[config.mk]
export PLATFORM = sky130hd
export DESIGN_NAME = lif_stdp_array
export DESIGN_NICKNAME = d
export VERILOG_FILES = /design/src/rtl/lif_stdp_array.sv
export SDC_FILE = /design/constraint.sdc
export NUM_CORES = 1
export LEC_CHECK = 0
export BUFFER_PORTS_ARGS = -buffer_cell sky130_fd_sc_hd__clkbuf_2
export CORE_MARGIN = 1
export CORE_UTILIZATION = 50
export CTS_BUF_LIST = sky130_fd_sc_hd__clkbuf_8
export DETAILED_ROUTE_END_ITERATION = 8
export PLACE_DENSITY = 0.75
export SLEW_MARGIN = 20
export SYNTH_ARGS = -nofsm -noshare
export SYNTH_HDL_FRONTEND = slang
export SYNTH_SLANG_ARGS = --single-unit
[constraint.sdc]
create_clock -name clk -period 10.6 [get_ports clk]
set_clock_uncertainty 0.15 [all_clocks]
set_input_delay 3.18 -clock clk [delete_from_list [all_inputs] [get_ports clk]]
set_output_delay 3.18 -clock clk [all_outputs]
set_load 0.02 [all_outputs]
[src/rtl/lif_stdp_array.sv]
// lif_stdp_array
//   N_IN presynaptic spike channels fully connected to N_OUT leaky
//   integrate-and-fire neurons. Every synapse weight adapts online by
//   pair-based STDP driven by decaying pre/post traces. Time only advances
//   on the `step` strobe. A host port can write and read any weight.
//
// Ports
//   clk        clock
//   rst_n      asynchronous active-low reset
//   step       one-cycle strobe, advance one time step
//   in_spike   [N_IN]   presynaptic spikes (sampled on step)
//   learn_en   enables STDP weight updates
//   wr_en      host weight write strobe
//   wr_addr    [AW]     weight index = j*N_IN + i
//   wr_data    [W_W]    weight value to write
//   rd_addr    [AW]     weight read index
//   rd_data    [W_W]    registered weight read, 1-cycle latency
//   out_spike  [N_OUT]  one-cycle postsynaptic spike pulses
//   spike_count [N_OUT*8] saturating per-neuron fire counters
//              (present only when LIF_STDP_SPIKE_COUNT_EN is defined)
//
// Optional feature macro: LIF_STDP_SPIKE_COUNT_EN

module lif_stdp_array #(
    parameter int N_IN       = 2,
    parameter int N_OUT      = 2,
    parameter int V_W        = 8,
    parameter int W_W        = 6,
    parameter int W_INIT     = 32,
    parameter int THRESH     = 96,
    parameter int LEAK_SHIFT = 3,
    parameter int REFRAC     = 2,
    parameter int TRACE_W    = 3,
    localparam int N_SYN     = N_IN * N_OUT,
    localparam int AW        = (N_SYN > 1) ? $clog2(N_SYN) : 1
) (
    input  logic             clk,
    input  logic             rst_n,
    input  logic             step,
    input  logic [N_IN-1:0]  in_spike,
    input  logic             learn_en,
    input  logic             wr_en,
    input  logic [AW-1:0]    wr_addr,
    input  logic [W_W-1:0]   wr_data,
    input  logic [AW-1:0]    rd_addr,
    output logic [W_W-1:0]   rd_data,
    output logic [N_OUT-1:0] out_spike
`ifdef LIF_STDP_SPIKE_COUNT_EN
    ,
    output logic [N_OUT*8-1:0] spike_count
`endif
);

    // Accumulator wide enough for v plus every weight at full scale.
    localparam int SW    = V_W + W_W + $clog2(N_IN);
    localparam int RW    = (REFRAC > 0) ? $clog2(REFRAC + 1) : 1;
    localparam int V_MAX = (1 << V_W) - 1;

    logic [W_W-1:0]   w_arr [N_SYN];   // current (pre-update) weights
    logic [N_IN-1:0]  pre_live;        // pre_trace[i] > 0, pre-step
    logic [N_OUT-1:0] post_live;       // post_trace[j] > 0, pre-step
    logic [N_OUT-1:0] fire_vec;        // this step's fire decision
    logic [W_W-1:0]   rd_data_q;

    genvar gi, gj;

    // Presynaptic traces
    generate
        for (gi = 0; gi < N_IN; gi++) begin : g_pre
            logic [TRACE_W-1:0] pre_q, pre_d;

            always_comb begin
                pre_d = pre_q;
                if (step) begin
                    if (in_spike[gi])
                        pre_d = '1;
                    else if (pre_q != '0)
                        pre_d = pre_q - 1'b1;
                end
            end

            always_ff @(posedge clk or negedge rst_n) begin
                if (!rst_n) pre_q <= '0;
                else        pre_q <= pre_d;
            end

            assign pre_live[gi] = (pre_q != '0);
        end
    endgenerate

    // Neurons: leak, integrate, fire, refractory, post trace
    generate
        for (gi = 0; gi < N_OUT; gi++) begin : g_neuron
            logic [SW-1:0]      acc;
            logic [V_W-1:0]     v_sat;
            logic [V_W-1:0]     v_q, v_d;
            logic [RW-1:0]      refrac_q, refrac_d;
            logic [TRACE_W-1:0] post_q, post_d;
            logic               spike_q;
            logic               fire;

            always_comb begin
                acc = SW'(v_q - (v_q >> LEAK_SHIFT));
                for (int i = 0; i < N_IN; i++) begin
                    if (in_spike[i])
                        acc = acc + SW'(w_arr[gi*N_IN + i]);
                end
                v_sat = (acc > SW'(V_MAX)) ? '1 : acc[V_W-1:0];
                fire  = step && (refrac_q == '0) && (v_sat >= V_W'(THRESH));

                v_d      = v_q;
                refrac_d = refrac_q;
                post_d   = post_q;
                if (step) begin
                    if (refrac_q != '0) begin
                        refrac_d = refrac_q - 1'b1;
                        v_d      = '0;
                    end else if (fire) begin
                        v_d      = '0;
                        refrac_d = RW'(REFRAC);
                    end else begin
                        v_d      = v_sat;
                    end
                    if (fire)
                        post_d = '1;
                    else if (post_q != '0)
                        post_d = post_q - 1'b1;
                end
            end

            always_ff @(posedge clk or negedge rst_n) begin
                if (!rst_n) begin
                    v_q      <= '0;
                    refrac_q <= '0;
                    post_q   <= '0;
                    spike_q  <= 1'b0;
                end else begin
                    v_q      <= v_d;
                    refrac_q <= refrac_d;
                    post_q   <= post_d;
                    spike_q  <= fire;   // high only the cycle after a firing step
                end
            end

            assign fire_vec[gi]  = fire;
            assign post_live[gi] = (post_q != '0);
            assign out_spike[gi] = spike_q;

`ifdef LIF_STDP_SPIKE_COUNT_EN
            logic [7:0] cnt_q;
            always_ff @(posedge clk or negedge rst_n) begin
                if (!rst_n)
                    cnt_q <= '0;
                else if (fire && (cnt_q != 8'hFF))
                    cnt_q <= cnt_q + 8'd1;
            end
            assign spike_count[gi*8 +: 8] = cnt_q;
`endif
        end
    endgenerate

    // Synapses: STDP with host-write priority
    generate
        for (gi = 0; gi < N_OUT; gi++) begin : g_row
            for (gj = 0; gj < N_IN; gj++) begin : g_syn
                localparam int K = gi*N_IN + gj;
                logic [W_W-1:0] w_q, w_d;
                logic           pot, dep;

                always_comb begin
                    pot = learn_en && fire_vec[gi] && pre_live[gj];
                    dep = learn_en && step && in_spike[gj] && post_live[gi];
                    w_d = w_q;
                    if (wr_en && (wr_addr == AW'(K)))
                        w_d = wr_data;
                    // Coincident pot and dep cancel to a net delta of 0.
                    else if (pot && !dep && (w_q != '1))
                        w_d = w_q + 1'b1;
                    else if (dep && !pot && (w_q != '0))
                        w_d = w_q - 1'b1;
                end

                always_ff @(posedge clk or negedge rst_n) begin
                    if (!rst_n) w_q <= W_W'(W_INIT);
                    else        w_q <= w_d;
                end

                assign w_arr[K] = w_q;
            end
        end
    endgenerate

    // Host read port
    always_ff @(posedge clk or negedge rst_n) begin
        if (!rst_n)
            rd_data_q <= '0;
        else if (int'(rd_addr) < N_SYN)
            rd_data_q <= w_arr[rd_addr];
        else
            rd_data_q <= '0;
    end

    assign rd_data = rd_data_q;

endmodule

==> metrics.yaml <==
logic_synthesis:
  synthMuxAreaShare: 0.0394
  yosysSeqAreaShare: 0.252
  synthTopCellsByArea: "dfrtp_1 (24%), ha_1 (12%), inv_1 (4.1%)"
  synth_top_family_by_area: "compound AO/OA/AOI/OAI gates"
  syn_area_sq_um: 6380
  synth_ff_type: "dfrtp_1"
  synth_compound_area_frac: 0.288
  syn_area_per_cell_sq_um: 8.57
  synth_top_area_share: 0.235
  yosys.area.top_type: "dfrtp_1"
  synth_seq_cells: 64
  synthAdderAreaFrac: 0.153
  yosysWarnings: 0
  synth_edf_count: 0
  async_reset_ff_frac: 1.00
  synth.distinct_cells: 83
  yosys.area_share.xor_xnor: 0.0465
  synthSimpleGateAreaFrac: 0.161
  synth.most_common_cell: "inv_1"
  synthCells: 745
  synth_fp_nets: 834
  synth_common_cells: "inv_1 (70), ha_1 (62), dfrtp_1 (60), nor2_1 (52), nand2_1 (51)"
drt:
  wirelength_um: 16400
  wl_per_cell_um: 17.7
  met3_length_um: 1110
  routed.top_layer: "met4"
  postRouteAntennaNets: 0
  first_pass_iters: 5
  viasPerCell: 6.23
  wl_met1_um: 7090
  wl_met2_um: 7690
  route.detailed.drc: 0
  vias: 5778
  drt-initial-drc-count: 508
sta:
  rsz0062_at_grt: "false"
  finalSetupTns_ns: 0
  worst_slew_pin_slew_ns: 0.895
  finalHoldViolCount: 0
  holdWs_ns: 0.329
  drv_slew: 0
  timing.slew.headroom: 0.404
  setup_violations: 0
  min_period_ns: 8.70
  max_freq_ghz: 0.115
  period_share: 0.821
grt:
  grt_pass1_wl_um: 27800
  grt_overflow_total: 0
  grt_max_degree: 65
  grt_pass1_vias: 5644
  antenna_found_initial: 0
  grt_use_total: 0.269
clocking:
  cts.clk_slew.worst_paths_ns: 0.07
  ctsResizeCount: 0
  clockBufferDepth: 2
  cts_root_buffer: "clkbuf_8"
  cts_tree: "built"
  cts_sinks: 64
  hold_buffers: 0
  postCtsSetupBuffers: 0
  cts_buffers: 9
  clock_latency_ns: 0.37
  cts_htree_levels: 3
worst_setup_path:
  r2r_start: "g_neuron[1].v_q[0]"
  cp-start-kind: "primary input"
  rrSetupSlack_ns: 3.30
  path_cells: "clkbuf_2 -> inv_1 -> o21ai_0 -> ha_1 -> o21a_1 -> o31ai_1 -> a21oi_1 -> xnor3_4 -> a31oi_1 -> or3b_4 -> nor3_1 -> nor2b_1 -> inv_1 -> ha_1 -> a21o_1 -> a21oi_1 -> nor2b_1 -> o21ai_0 -> nand2b_1 -> nand2_1 -> nor2_1 -> or4_1 -> o211a_1"
  crit_path_end_kind: "flop"
  required_ns: 10.74
  r2r-end: "g_row[1].g_syn[0].w_q[5]"
  path_max_fanout: 29
  cp_data_arrival_time_ns: 8.84
  r2r_cells: 32
  worst_path_max_delay_cell: "nor3_1"
  crit_type: "in -> reg"
  max_stage_delay_ns: 0.52
placement:
  place_congestion: 0.945
  io_buffers: 24
  hpwl_um: 12500
  placed_area_sq_um: 6610
  place_inst: 913
hold_path:
  hold_class: "reg -> reg"
  hp-start: "g_pre[0].pre_q[0]"
  whs_endpoint: "g_pre[0].pre_q[0]"
  min_path_cells: 1
run_status:
  outcome: "complete, no violations"
run:
  cap_violations: 0
cells_and_area:
  drive_gt1_frac: 0.108
  seqCellArea_sq_um: 1610
  num_antenna_cells: 0
  final_net_count: 845
  multi_input_area_sq_um: 4400
  fillers: 1122
  syn_to_final_growth_pct: 6.86
  design_area_sq_um: 6820
  final_cells: 928
pwr:
  p_leak_uw: 0.00303
  max-vdd-ir-drop_v: 0.000250
  power_density_nw_per_um2: 363
floorplanning:
  die_h_um: 115
  num_io_pins: 25
  core_area_sq_um: 12200
  die_w_um: 115
  initial_core_util: 0.523
  die-area_sq_um: 13200
  rows: 40
[cells in the final DEF (no fill, tap or decap), types with 19 or more instances in the layout]
master     n
a211oi_1  19
a21o_1    22
a21oi_1   41
clkbuf_2  24
dfrtp_1   60
ha_1      62
inv_1     70
nand2_1   51
nor2_1    52
o21ai_0   46
[layout make-up]
cell class                 count  area share
clock inverter                 4     0.00789
clock buffer                  11      0.0222
inverter                      73      0.0405
tap                          168      0.0308
timing repair buffer          25      0.0187
multi-input combinational    583       0.644
sequential                    64       0.236
[stage by stage]
stage	util	worst slack [ns]	total power, uW
2_1_floorplan	-	2.30	1840
3_3_place_gp	0.541	1.88	2140
3_5_place_dp	0.541	1.61	2210
4_1_cts	0.558	2.00	2450
5_1_grt	0.559	1.37	2720
6_report	0.559	1.90	2480
[worst max-delay path, delay by kind of cell]
kind                       cells  cell delay [ns]
AOI/OAI and AO/OA              9             1.56
xor gates and xnor gates       1             0.37
adders and majority gates      2             0.58
buffers and inverters          3             1.05
and+or+nand+nor                8             2.08
[flip-flops by register name (all words and copies together) (netlist names)]
signal             flops
g_neuron.spike_q       2
g_neuron.refrac_q      4
g_neuron.post_q        6
g_pre.pre_q            6
g_row.g_syn.w_q       24
rd_data                6
g_neuron.v_q          16
[worst max path at each step]
| stage | start | endpoint | slack (ns) | depth (start not counted) |
|---|---|---|---|---|
| after floorplan | in_spike[0] | g_row[1].g_syn[1].w_q[5] | 2.30 | 25 |
| after global placement | in_spike[0] | g_row[1].g_syn[1].w_q[5] | 1.88 | 23 |
| after detailed placement | in_spike[0] | g_row[0].g_syn[0].w_q[5] | 1.61 | 24 |
| after CTS | in_spike[0] | g_row[0].g_syn[0].w_q[5] | 2.00 | 24 |
| after global routing | in_spike[0] | g_row[1].g_syn[0].w_q[5] | 1.37 | 24 |
| final | in_spike[0] | g_row[0].g_syn[0].w_q[5] | 1.90 | 23 |
[routing by layer]
layer	GRT usage	vias to the layer above
met4	0.126	0
met5	0	-
li1	-	2776
met3	0.0369	40
met2	0.447	205
met1	0.348	2757
[report_power, final]
part | internal [uW] | total, uW | switching [uW]
logic | 780 | 1760 | 985
clock network | 120 | 227 | 107
registers | 344 | 484 | 140
total | 1240 | 2480 | 1230
[cell families (layout without fill, tap and decap cells)]
family	after synthesis	in the layout
compound gates	259	259
simple gates	204	204
buf+inv	98	113
fa+ha+maj	72	72
flops	64	64
xor+xnor	31	31
mux	17	17
(Power assumes the default switching activity.)
